--- src/rtl/hazard_pkg.sv ---
// Shared types and limits for the pipeline hazard controller.
package hazard_pkg;

  typedef enum logic [1:0] {
    RUN        = 2'd0,
    LOAD_STALL = 2'd1,
    MUL_BUSY   = 2'd2,
    MEM_WAIT   = 2'd3
  } hazState_e;

  localparam int MAX_LOAD_LAT = 4;
  localparam int MAX_MUL_LAT  = 16;
  localparam int CNT_BITS     = 4;

  typedef logic [CNT_BITS-1:0] hazCnt_t;

  // Forces a latency parameter into its legal window so the down-counter
  // preload can never underflow or overflow.
  function automatic int latClamp(input int lat, input int minLat, input int maxLat);
    int clamped;
    clamped = lat;
    if (clamped < minLat) clamped = minLat;
    if (clamped > maxLat) clamped = maxLat;
    return clamped;
  endfunction

endpackage

--- src/rtl/hazard_ctrl_unit_if.sv ---
// Bundle between the pipeline datapath and the hazard controller.
// master = pipeline (drives stage status, consumes controls),
// slave  = hazard controller.
interface hazard_ctrl_unit_if #(
  parameter int REG_AW = 5,
  parameter int CNT_W  = 16
);

  logic [REG_AW-1:0] id_rs;
  logic [REG_AW-1:0] id_rt;
  logic              id_uses_rs;
  logic              id_uses_rt;
  logic              ex_valid;
  logic [REG_AW-1:0] ex_rt;
  logic              ex_mem_read;
  logic              ex_mul_start;
  logic              ex_branch_taken;
  logic              mem_req;
  logic              dmem_ready;

  logic              pc_wr;
  logic              ifid_wr;
  logic              idex_wr;
  logic              exmem_wr;
  logic              memwb_wr;
  logic              ifid_flush;
  logic              idex_bubble;
  logic              exmem_bubble;
  logic [CNT_W-1:0]  stall_cycles;

  modport master (
    output id_rs, id_rt, id_uses_rs, id_uses_rt,
    output ex_valid, ex_rt, ex_mem_read, ex_mul_start, ex_branch_taken,
    output mem_req, dmem_ready,
    input  pc_wr, ifid_wr, idex_wr, exmem_wr, memwb_wr,
    input  ifid_flush, idex_bubble, exmem_bubble, stall_cycles
  );

  modport slave (
    input  id_rs, id_rt, id_uses_rs, id_uses_rt,
    input  ex_valid, ex_rt, ex_mem_read, ex_mul_start, ex_branch_taken,
    input  mem_req, dmem_ready,
    output pc_wr, ifid_wr, idex_wr, exmem_wr, memwb_wr,
    output ifid_flush, idex_bubble, exmem_bubble, stall_cycles
  );

endinterface

--- src/rtl/hazard_match.sv ---
// One source-register comparator against the load destination in EX.
// Register 0 is hard-wired to zero, so it can never create a dependency.
module hazard_match #(
  parameter int REG_AW = 5
) (
  input  logic [REG_AW-1:0] srcReg,
  input  logic              srcUsed,
  input  logic [REG_AW-1:0] dstReg,
  input  logic              dstLoad,
  output logic              hit
);

  assign hit = dstLoad & srcUsed & (dstReg != '0) & (dstReg == srcReg);

endmodule

--- src/rtl/hazard_ctrl_unit.sv ---
// Pipeline hazard controller: load-use stalls, multi-cycle EX occupancy,
// data-memory wait freezing, taken-branch flush and a stall-cycle counter.
// Outputs are a pure decode of (state, cnt, inputs).
module hazard_ctrl_unit
  import hazard_pkg::*;
#(
  parameter int REG_AW   = 5,
  parameter int LOAD_LAT = 1,
  parameter int MUL_LAT  = 4,
  parameter int CNT_W    = 16
) (
  input  logic              clk,
  input  logic              rst_n,
  hazard_ctrl_unit_if.slave bus
);

  localparam int LoadLatC = latClamp(LOAD_LAT, 1, MAX_LOAD_LAT);
  localparam int MulLatC  = latClamp(MUL_LAT, 2, MAX_MUL_LAT);

  // Hit cycle covers one stall cycle; LOAD_STALL covers cnt+1 more.
  localparam hazCnt_t LoadInit = hazCnt_t'((LoadLatC > 1) ? LoadLatC - 2 : 0);
  // Start cycle is the first frozen cycle; MUL_BUSY covers the remaining
  // MUL_LAT-2, so the front end is frozen MUL_LAT-1 cycles in total.
  localparam hazCnt_t MulInit  = hazCnt_t'(MulLatC - 2);
  localparam hazCnt_t CntOne   = hazCnt_t'(1);

  hazState_e         stateReg, stateNext;
  hazState_e         savedReg, savedNext;
  hazState_e         curState;
  hazCnt_t           cntReg, cntNext;
  logic [CNT_W-1:0]  stallReg, stallNext;

  logic [REG_AW-1:0] srcRegs [2];
  logic [1:0]        srcUsed;
  logic [1:0]        srcHit;
  logic              dstLoad;
  logic              loadUse;
  logic              memWait;
  logic              mulStart;

  logic pcWr, ifidWr, idexWr, exmemWr, memwbWr;
  logic ifidFlush, idexBubble, exmemBubble;

  assign srcRegs[0] = bus.id_rs;
  assign srcRegs[1] = bus.id_rt;
  assign srcUsed    = {bus.id_uses_rt, bus.id_uses_rs};
  assign dstLoad    = bus.ex_valid & bus.ex_mem_read;

  for (genvar gi = 0; gi < 2; gi++) begin : gMatch
    hazard_match #(.REG_AW(REG_AW)) uMatch (
      .srcReg  (srcRegs[gi]),
      .srcUsed (srcUsed[gi]),
      .dstReg  (bus.ex_rt),
      .dstLoad (dstLoad),
      .hit     (srcHit[gi])
    );
  end

  assign loadUse  = |srcHit;
  assign memWait  = bus.mem_req & ~bus.dmem_ready;
  assign mulStart = bus.ex_mul_start & bus.ex_valid;

  // Next-state and control decode; priority: mem wait, MUL_BUSY, branch,
  // LOAD_STALL, new load-use hit.
  always_comb begin
    // While frozen by memory, behave as the state that was interrupted.
    curState    = (stateReg == MEM_WAIT) ? savedReg : stateReg;
    stateNext   = curState;
    savedNext   = savedReg;
    cntNext     = cntReg;
    pcWr        = 1'b1;
    ifidWr      = 1'b1;
    idexWr      = 1'b1;
    exmemWr     = 1'b1;
    memwbWr     = 1'b1;
    ifidFlush   = 1'b0;
    idexBubble  = 1'b0;
    exmemBubble = 1'b0;

    if (memWait) begin
      pcWr      = 1'b0;
      ifidWr    = 1'b0;
      idexWr    = 1'b0;
      exmemWr   = 1'b0;
      memwbWr   = 1'b0;
      stateNext = MEM_WAIT;
      savedNext = curState;
    end else if (curState == MUL_BUSY) begin
      pcWr        = 1'b0;
      ifidWr      = 1'b0;
      idexWr      = 1'b0;
      exmemBubble = 1'b1;
      if (cntReg <= CntOne) begin
        stateNext = RUN;
        cntNext   = '0;
      end else begin
        cntNext = cntReg - CntOne;
      end
    end else if (bus.ex_branch_taken) begin
      // The ID instruction is wrong-path, so any hazard it raises is moot.
      ifidFlush  = 1'b1;
      idexBubble = 1'b1;
      stateNext  = RUN;
      cntNext    = '0;
    end else if (curState == LOAD_STALL) begin
      pcWr       = 1'b0;
      ifidWr     = 1'b0;
      idexBubble = 1'b1;
      if (cntReg == '0) begin
        stateNext = RUN;
      end else begin
        cntNext = cntReg - CntOne;
      end
    end else if (mulStart) begin
      pcWr        = 1'b0;
      ifidWr      = 1'b0;
      idexWr      = 1'b0;
      exmemBubble = 1'b1;
      if (MulInit != '0) begin
        stateNext = MUL_BUSY;
        cntNext   = MulInit;
      end
    end else if (loadUse) begin
      pcWr       = 1'b0;
      ifidWr     = 1'b0;
      idexBubble = 1'b1;
      if (LoadLatC > 1) begin
        stateNext = LOAD_STALL;
        cntNext   = LoadInit;
      end
    end
  end

  // Saturating count of front-end stall cycles.
  always_comb begin
    stallNext = stallReg;
    if (!pcWr && (stallReg != '1)) begin
      stallNext = stallReg + CNT_W'(1);
    end
  end

  // State, down-counter and performance counter registers.
  always_ff @(posedge clk or negedge rst_n) begin
    if (!rst_n) begin
      stateReg <= RUN;
      savedReg <= RUN;
      cntReg   <= '0;
      stallReg <= '0;
    end else begin
      stateReg <= stateNext;
      savedReg <= savedNext;
      cntReg   <= cntNext;
      stallReg <= stallNext;
    end
  end

  assign bus.pc_wr        = pcWr;
  assign bus.ifid_wr      = ifidWr;
  assign bus.idex_wr      = idexWr;
  assign bus.exmem_wr     = exmemWr;
  assign bus.memwb_wr     = memwbWr;
  assign bus.ifid_flush   = ifidFlush;
  assign bus.idex_bubble  = idexBubble;
  assign bus.exmem_bubble = exmemBubble;
  assign bus.stall_cycles = stallReg;

endmodule

--- src/flat_wrapper.sv ---
// flat-port wrapper written by rule: the top's interface ports become plain ports
module hazard_ctrl_unit_flat import hazard_pkg::*;
#(
  parameter int REG_AW   = 5,
  parameter int LOAD_LAT = 1,
  parameter int MUL_LAT  = 4,
  parameter int CNT_W    = 16
)
  (clk, rst_n, bus_id_rs, bus_id_rt, bus_id_uses_rs, bus_id_uses_rt, bus_ex_valid, bus_ex_rt, bus_ex_mem_read, bus_ex_mul_start, bus_ex_branch_taken, bus_mem_req, bus_dmem_ready, bus_pc_wr, bus_ifid_wr, bus_idex_wr, bus_exmem_wr, bus_memwb_wr, bus_ifid_flush, bus_idex_bubble, bus_exmem_bubble, bus_stall_cycles);
  hazard_ctrl_unit_if #(.REG_AW(REG_AW), .CNT_W(CNT_W)) bus_i ();
  input  logic clk;
  input  logic rst_n;
  input wire logic [$bits(bus_i.id_rs)-1:0] bus_id_rs;
  input wire logic [$bits(bus_i.id_rt)-1:0] bus_id_rt;
  input wire logic [$bits(bus_i.id_uses_rs)-1:0] bus_id_uses_rs;
  input wire logic [$bits(bus_i.id_uses_rt)-1:0] bus_id_uses_rt;
  input wire logic [$bits(bus_i.ex_valid)-1:0] bus_ex_valid;
  input wire logic [$bits(bus_i.ex_rt)-1:0] bus_ex_rt;
  input wire logic [$bits(bus_i.ex_mem_read)-1:0] bus_ex_mem_read;
  input wire logic [$bits(bus_i.ex_mul_start)-1:0] bus_ex_mul_start;
  input wire logic [$bits(bus_i.ex_branch_taken)-1:0] bus_ex_branch_taken;
  input wire logic [$bits(bus_i.mem_req)-1:0] bus_mem_req;
  input wire logic [$bits(bus_i.dmem_ready)-1:0] bus_dmem_ready;
  output wire logic [$bits(bus_i.pc_wr)-1:0] bus_pc_wr;
  output wire logic [$bits(bus_i.ifid_wr)-1:0] bus_ifid_wr;
  output wire logic [$bits(bus_i.idex_wr)-1:0] bus_idex_wr;
  output wire logic [$bits(bus_i.exmem_wr)-1:0] bus_exmem_wr;
  output wire logic [$bits(bus_i.memwb_wr)-1:0] bus_memwb_wr;
  output wire logic [$bits(bus_i.ifid_flush)-1:0] bus_ifid_flush;
  output wire logic [$bits(bus_i.idex_bubble)-1:0] bus_idex_bubble;
  output wire logic [$bits(bus_i.exmem_bubble)-1:0] bus_exmem_bubble;
  output wire logic [$bits(bus_i.stall_cycles)-1:0] bus_stall_cycles;
  assign bus_i.id_rs = bus_id_rs;
  assign bus_i.id_rt = bus_id_rt;
  assign bus_i.id_uses_rs = bus_id_uses_rs;
  assign bus_i.id_uses_rt = bus_id_uses_rt;
  assign bus_i.ex_valid = bus_ex_valid;
  assign bus_i.ex_rt = bus_ex_rt;
  assign bus_i.ex_mem_read = bus_ex_mem_read;
  assign bus_i.ex_mul_start = bus_ex_mul_start;
  assign bus_i.ex_branch_taken = bus_ex_branch_taken;
  assign bus_i.mem_req = bus_mem_req;
  assign bus_i.dmem_ready = bus_dmem_ready;
  assign bus_pc_wr = bus_i.pc_wr;
  assign bus_ifid_wr = bus_i.ifid_wr;
  assign bus_idex_wr = bus_i.idex_wr;
  assign bus_exmem_wr = bus_i.exmem_wr;
  assign bus_memwb_wr = bus_i.memwb_wr;
  assign bus_ifid_flush = bus_i.ifid_flush;
  assign bus_idex_bubble = bus_i.idex_bubble;
  assign bus_exmem_bubble = bus_i.exmem_bubble;
  assign bus_stall_cycles = bus_i.stall_cycles;
  hazard_ctrl_unit #(.REG_AW(REG_AW), .LOAD_LAT(LOAD_LAT), .MUL_LAT(MUL_LAT), .CNT_W(CNT_W)) u_core (.clk(clk), .rst_n(rst_n), .bus(bus_i));
endmodule
--- config.mk ---
export PLATFORM = sky130hd
export DESIGN_NAME = hazard_ctrl_unit_flat
export DESIGN_NICKNAME = d
export VERILOG_FILES = /design/src/rtl/hazard_pkg.sv /design/src/rtl/hazard_ctrl_unit_if.sv /design/src/rtl/hazard_match.sv /design/src/rtl/hazard_ctrl_unit.sv /design/src/flat_wrapper.sv
export SDC_FILE = /design/constraint.sdc
export NUM_CORES = 1
export LEC_CHECK = 0
export CAP_MARGIN = 25
export CORE_AREA = 2 2 64 66
export CTS_CLUSTER_SIZE = 12
export DETAILED_ROUTE_END_ITERATION = 10
export DIE_AREA = 0 0 66 68
export HOLD_SLACK_MARGIN = 0.06
export PLACE_DENSITY = 0.73
export SETUP_SLACK_MARGIN = 0.4
export SLEW_MARGIN = 5
export SYNTH_ARGS = -nofsm -noshare
export SYNTH_HDL_FRONTEND = slang
export SYNTH_SLANG_ARGS = --single-unit
--- constraint.sdc ---
create_clock -name clk -period 2.4 [get_ports clk]
set_clock_uncertainty 0.2 [all_clocks]
set_input_delay 0.48 -clock clk [delete_from_list [all_inputs] [get_ports clk]]
set_output_delay 0.48 -clock clk [all_outputs]
set_load 0.03 [all_outputs]
==> impl_metrics.csv, run 1 <==
group,metric,value,unit
status,status,"finished with violations",
status,failing_checks,"negative setup slack",
cts,cts-root-to-sink-buffers,2,
critical_path,critical_path.slowest_cell,"sky130_fd_sc_hd__or3_4",
detailed_routing,routed_wl,4696,um
grt,grt_pass1_wl,6534,um
critical_path,ff2ff_path_depth,12,
critical_path,worst_path_dominant_cell_family,"compound AO/OA/AOI/OAI gates",
sta,period_minus_slack,2.630,ns
final_layout,post_route_cells_drive_above_1_share,0.4672,
detailed_routing,routed_wire_length_per_instance,15.20,um
sta,finalHoldViolCount,0,
grt,track_usage,0.1905,
grt,grt-ovfl-total,0,
grt,grt_antenna_before_repair,0,
power_and_ir_drop,leakage_dissipation,1.388,nW
final_layout,fin_util,0.7378,
cts,clock_tree.root_cell,"sky130_fd_sc_hd__clkbuf_8",
die,number_of_standard_cell_rows_in_the_floorplan,23,
critical_path,crit_chain,"buf_8 -> or3_4 -> o311a_4 -> a2111oi_4 -> nor2_2 -> inv_2 -> buf_6",
placement,pre_cts_ws,-0.6914,ns
die,fp.dieW,66,um
critical_path,worst_setup_path_endpoint,"bus_pc_wr",
critical_path,worstSetupEndpointType,"output pin",
sta,worst_slew_pin_slew,0.5274,ns
die,floorplan.initialDensity,0.3887,
critical_path,worstReg2RegEnd,"u_core.bus.stall_cycles[15]$_DFFE_PN0P_",
critical_path,regToRegSetupSlack,0.13,ns
die,floorplan.io_pins,49,
logic_synthesis,postSynth.topFlopCell,"sky130_fd_sc_hd__dfrtp_1",
detailed_routing,total_via_count_after_detailed_routing,1557,
cts,cts_buffers,3,
cts,clk_transition_reported_paths,0.08,ns
logic_synthesis,seq_area_frac_synth,0.4007,
power_and_ir_drop,vdd_drop_max,0.7397,mV
critical_path,crit_path_kind,"in2out",
die,placeableCoreArea,3856,sq um
placement,hpwl,2727,um
worst_hold_path,hold_path_class,"reg2reg",
cts,maximum_level_of_the_cts_h_tree,1,
sta,final_worst_hold_slack,0.2994,ns
logic_synthesis,synth_cell_type_count,39,
logic_synthesis,post_synth_inst_count,158,
critical_path,startpoint_type,"input pin",
power_and_ir_drop,power.density_cell_area,950.6,nW/um^2
sta,rsz0062_at_grt,"true",
cts,cts_tree,"yes",
logic_synthesis,mappedNetlistNets,187,
final_layout,most-common-layout-cells,"35 x sky130_fd_sc_hd__buf_4, 27 x sky130_fd_sc_hd__dlygate4sd2_1, 25 x sky130_fd_sc_hd__buf_6, 23 x sky130_fd_sc_hd__dfrtp_1, 15 x sky130_fd_sc_hd__xnor2_1",
critical_path,path_depth,7,
logic_synthesis,yosys_register_bits,24,
worst_hold_path,worstHoldPathCells,1,
die,dieHeight,68,um
critical_path,max_stage_delay,0.37,ns
die,die_area,4488,sq um
grt,first_global_vias,1447,
critical_path,worstReg2RegStart,"u_core.savedReg[0]$_DFFE_PN0P_",
final_layout,area_growth,89.82,%
logic_synthesis,synth_area_per_cell,9.487,sq um
detailed_routing,drt_iter0_markers,28,
sta,slew_headroom,0.6484,
sta,finalSetupViolCount,3,
placement,gp_routability_congestion,0.8365,
grt,largest_net_degree_at_the_start_of_global_routing,25,
cts,clkLatencyLatePin,0.26,ns
detailed_routing,detail_route.vias_per_cell,5.039,
final_layout,nets,290,
critical_path,cp_num_buf_inv,3,
logic_synthesis,synthesis.area,1499,sq um
detailed_routing,drc,0,
sta,max_freq,380.2,MHz
run,maxCapViolCount,0,
critical_path,critical_path_fanout_max,2,
critical_path,arrival,1.95,ns
placement,dp.cells,279,
placement,port_buffers,48,
final_layout,mostFrequentLayoutCell,"sky130_fd_sc_hd__buf_4",
detailed_routing,detailedRoute.firstPassIterationCount,4,
final_layout,num_antenna_cells,0,
final_layout,final_cells,309,
sta,finalWorstSetupSlack,-0.2301,ns
cts,ctsHoldBuffers,0,
logic_synthesis,synth_enable_flop_cells,0,
sta,timing.final.max_slew_violations,0,
sta,period_share,1.096,
logic_synthesis,asyncSetResetFlopFracSynth,1.000,
critical_path,crit_path_start,"bus_ex_rt[1]",
cts,cts.sink_count,24,
critical_path,crit_required,1.72,ns
detailed_routing,antenna_violating_nets_post_route,0,
logic_synthesis,warnings_from_yosys,0,
[repair_timing]
item | CTS | global route
hold endpoints to repair | 0 | 0
setup buffers | 14 | 12
pin swaps | 31 | 25
endpoints found under the setup margin | 44 | 27
gates resized for setup | 101 | 30
gates cloned | 1 | 0
[cells in the mapped netlist (all sizes together), types with 2 or more instances]
| cell | number | area [sq um] |
|---|---|---|
| or3 | 2 | 12.51 |
| nor2b | 2 | 12.51 |
| a21oi | 7 | 35.03 |
| nand4 | 7 | 62.56 |
| and3 | 7 | 43.79 |
| nand3 | 7 | 45.04 |
| nor2 | 16 | 60.06 |
| dfrtp | 24 | 600.6 |
| and2 | 3 | 18.77 |
| nor3 | 3 | 20.02 |
| ha | 4 | 50.05 |
| xnor2 | 23 | 201.4 |
| o211ai | 2 | 15.01 |
| inv | 6 | 22.52 |
| a21boi | 2 | 15.01 |
| nand2b | 3 | 18.77 |
| o21ai | 6 | 30.02 |
| buf | 3 | 26.27 |
| nand2 | 16 | 60.06 |
[cells by family (layout without fill, tap and decap cells)]
kind of cell | Yosys count | in the layout | synth area share
compound gates | 26 | 26 | 0.1319
xor+xnor | 24 | 24 | 0.1402
fa+ha+maj | 4 | 4 | 0.03339
buf+inv | 10 | 111 | 0.03505
flops | 24 | 24 | 0.4007
mux | 1 | 1 | 0.007512
simple gates | 69 | 69 | 0.2513
[layer usage]
layer	global-route usage	wire, um
met2	0.3598	2681
met3	0.03289	84
met1	0.2227	1888
met4	0.05102	42
met5	0	0
[stage by stage]
stage / setup TNS [ns] / instance area [sq um] / total power, W
floorplan: -0.2793 / 1568 / 0.001370
global placement: -10.47 / 2258 / 0.001830
detailed placement: -10.70 / 2258 / 0.001845
CTS: -0.7697 / 2613 / 0.002421
global route: -0.8509 / 2845 / 0.002857
finish: -0.5456 / 2845 / 0.002705
[registers in the layout (all words and copies together) (netlist names)]
name and cells:
u_core.bus.stall_cycles 16, u_core.savedReg 2, u_core.cntReg 4, u_core.stateReg 2
[area by class of cell]
cell class	instances	area [sq um]
fillers	270	1011
repair buffers	102	959.7
clock buffers	3	41.29
multi-input cells	124	1157
flip-flops and latches	24	601.8
well taps	50	62.56
inverters	6	22.52
[report_power, final]
part           total, W  switching, W  internal (W)
Combinational   0.00183      0.000889      0.000938
Sequential     0.000642      0.000119      0.000523
Clock          0.000236      0.000124      0.000112
Total           0.00270       0.00113       0.00157
[worst min path at each step]
stage / startpoint / end / slack [ns]
floorplan: rst_n / u_core.bus.stall_cycles[0]$_DFFE_PN0P_ / -0.02
detailed placement: u_core.bus.stall_cycles[9]$_DFFE_PN0P_ / u_core.bus.stall_cycles[9]$_DFFE_PN0P_ / 0.28
finish: u_core.bus.stall_cycles[8]$_DFFE_PN0P_ / u_core.bus.stall_cycles[8]$_DFFE_PN0P_ / 0.30
global placement: u_core.bus.stall_cycles[9]$_DFFE_PN0P_ / u_core.bus.stall_cycles[9]$_DFFE_PN0P_ / 0.28
global route: u_core.bus.stall_cycles[8]$_DFFE_PN0P_ / u_core.bus.stall_cycles[8]$_DFFE_PN0P_ / 0.31
CTS: u_core.bus.stall_cycles[9]$_DFFE_PN0P_ / u_core.bus.stall_cycles[9]$_DFFE_PN0P_ / 0.29
No activity file was read; power rests on OpenSTA's default activity.
==> run 2, diff against run 1 <==
--- a/config.mk
+++ b/config.mk
@@ -10,6 +10,7 @@
 export CTS_CLUSTER_SIZE = 12
 export DETAILED_ROUTE_END_ITERATION = 10
 export DIE_AREA = 0 0 66 68
+export GPL_TIMING_DRIVEN = 0
 export HOLD_SLACK_MARGIN = 0.06
 export PLACE_DENSITY = 0.73
 export SETUP_SLACK_MARGIN = 0.4
==> run 2 against run 1 <==
The flow still finishes with violations (negative setup slack). Final cell count fell by 7.8%. Wire length down 15%. Hold slack worse by 0.016 ns. Fmax fell by 1.6%. Combinational power down 10%. Non-clock buffer count down 24. Via count shrank 7.2%. Power decreased by 6.3%. Highest routed layer unchanged.
==> impl_metrics.csv, run 2 (synthesis gave the netlist of run 1 again) <==
group,metric,value,unit
cts,cts.sink_count,24,
placement,total_placed_instance_area,2138,sq um
power_and_ir_drop,power.density_cell_area,971.3,nW/um^2
grt,grt-ovfl-total,0,
critical_path,crit_path_kind,"in2out",
die,number_of_standard_cell_rows_in_the_floorplan,23,
status,failing_checks,"negative setup slack",
sta,finalSetupViolCount,3,
sta,totalNegativeSetupSlack,-0.5867,ns
cts,cts_buffers,3,
sta,slew_headroom,0.6666,
run,maxCapViolCount,0,
sta,period_minus_slack,2.672,ns
final_layout,fin_util,0.6765,
sta,timing.final.max_slew_violations,0,
final_layout,post_route_design_area,2609,sq um
sta,final_worst_hold_slack,0.2838,ns
status,status,"finished with violations",
final_layout,num_antenna_cells,0,
detailed_routing,detailedRoute.firstPassIterationCount,4,
final_layout,largest_register_ff_count,16,
die,placeableCoreArea,3856,sq um
cts,clock_tree.root_cell,"sky130_fd_sc_hd__clkbuf_8",
detailed_routing,drc,0,
sta,period_share,1.113,
final_layout,most-common-layout-cells,"26 x sky130_fd_sc_hd__dlygate4sd2_1, 24 x sky130_fd_sc_hd__dfrtp_1, 17 x sky130_fd_sc_hd__buf_6, 16 x sky130_fd_sc_hd__buf_4, 15 x sky130_fd_sc_hd__xnor2_1",
grt,track_usage,0.1827,
sta,worst_slew_pin_slew,0.4986,ns
grt,grt_antenna_before_repair,0,
die,floorplan.initialDensity,0.3887,
final_layout,multiInputGateArea,1144,sq um
grt,grt_pass1_wl,6410,um
cts,clkLatencyLatePin,0.26,ns
critical_path,arrival,1.99,ns
final_layout,area_growth,74.04,%
placement,port_buffers,48,
detailed_routing,antenna_violating_nets_post_route,0,
critical_path,crit_required,1.72,ns
detailed_routing,total_via_count_after_detailed_routing,1445,
critical_path,worstSetupEndpointType,"output pin",
grt,first_global_vias,1398,
die,die_area,4488,sq um
placement,gp_routability_congestion,0.7939,
cts,maximum_level_of_the_cts_h_tree,1,
worst_hold_path,hold_path_class,"reg2reg",
die,dieHeight,68,um
die,fp.dieW,66,um
detailed_routing,routed_wl,3975,um
final_layout,layout.filler_cells,302,
critical_path,critical_path_fanout_max,2,
power_and_ir_drop,leakage_dissipation,1.263,nW
cts,ctsHoldBuffers,0,
detailed_routing,detail_route.vias_per_cell,5.070,
grt,largest_net_degree_at_the_start_of_global_routing,17,
cts,cts_tree,"yes",
sta,max_freq,374.2,MHz
critical_path,startpoint_type,"input pin",
sta,rsz0062_at_grt,"true",
placement,hpwl,2555,um
power_and_ir_drop,vdd_drop_max,0.7201,mV
final_layout,mostFrequentLayoutCell,"sky130_fd_sc_hd__dlygate4sd2_1",
sta,finalHoldViolCount,0,
detailed_routing,drt_iter0_markers,26,
final_layout,ff_latch_area,600.6,sq um
final_layout,post_route_cells_drive_above_1_share,0.4085,
cts,cts-root-to-sink-buffers,2,
die,floorplan.io_pins,49,
detailed_routing,routed_wire_length_per_instance,13.95,um
final_layout,nets,266,
cts,clk_transition_reported_paths,0.08,ns
sta,finalWorstSetupSlack,-0.2722,ns
## run 2: cell count changes in the layout (fill, tap and decap cells not counted), sizes merged
cell / previous run / this run
dlygate4sd2: 27 / 26
dlymetal6s2s: 0 / 1
clkdlybuf4s15: 3 / 2
buf: 66 / 39
clkbuf: 3 / 7
## run 2: worst max-delay path, stage by stage
cell	delay, ns
sky130_fd_sc_hd__buf_8	0.09
sky130_fd_sc_hd__or3_4	0.37
sky130_fd_sc_hd__o311a_4	0.32
sky130_fd_sc_hd__a2111oi_4	0.38
sky130_fd_sc_hd__nor2_4	0.07
sky130_fd_sc_hd__inv_2	0.07
sky130_fd_sc_hd__buf_6	0.09
sky130_fd_sc_hd__buf_6	0.11
## run 2: area by class of cell
| cell class | instances | area share |
|---|---|---|
| plain buffers | 4 | 0.01679 |
| well taps | 50 | 0.02398 |
| clock buffers | 3 | 0.01583 |
| flip-flops and latches | 24 | 0.2302 |
| multi-input cells | 124 | 0.4384 |
| inverters | 6 | 0.008633 |
| repair buffers | 74 | 0.2662 |
## run 2: final timing paths
kind | from | end | slack, ns | cells after the start
setup / recovery | bus_ex_rt[1] | bus_pc_wr | -0.27 | 8
hold / removal | u_core.bus.stall_cycles[9]$_DFFE_PN0P_ | u_core.bus.stall_cycles[9]$_DFFE_PN0P_ | 0.28 | 1
setup reg to reg | u_core.savedReg[0]$_DFFE_PN0P_ | u_core.cntReg[3]$_DFFE_PN0P_ | 0.16 | 10
hold reg to reg | u_core.bus.stall_cycles[9]$_DFFE_PN0P_ | u_core.bus.stall_cycles[9]$_DFFE_PN0P_ | 0.28 | 1
max in group asynchronous | rst_n | u_core.bus.stall_cycles[6]$_DFFE_PN0P_ | 1.21 | 2
min in group asynchronous | rst_n | u_core.bus.stall_cycles[11]$_DFFE_PN0P_ | 0.34 | 1
## run 2: where the power goes
part / total (W) / switching [W] / internal, W
registers: 0.000660 / 0.000138 / 0.000522
clock network: 0.000236 / 0.000124 / 0.000112
logic: 0.00164 / 0.000823 / 0.000814
total: 0.00253 / 0.00109 / 0.00145
## run 2: timing repair
item,in CTS,in global routing
pin swaps,15,16
setup endpoints to repair,44,27
resized for setup,129,32
setup buffers,19,5
gates cloned,1,0
## run 2: through the flow
stage                     power [W]  setup slack, ns  cells
final                      0.002534          -0.2722    285
after global routing       0.002692          -0.3201    285
after CTS                  0.002317          -0.4110    280
after detailed placement   0.001741           -1.312    257
after global placement     0.001719           -1.284    256
after floorplan            0.001370          -0.2169    158
## run 2: per-layer routing
layer	vias to the layer above	track usage	share of wire
li1	704	-	-
met1	717	0.2316	0.41
met2	22	0.3384	0.56
met3	2	0.02961	0.024
met4	0	0.02296	0.0030
met5	-	0	0
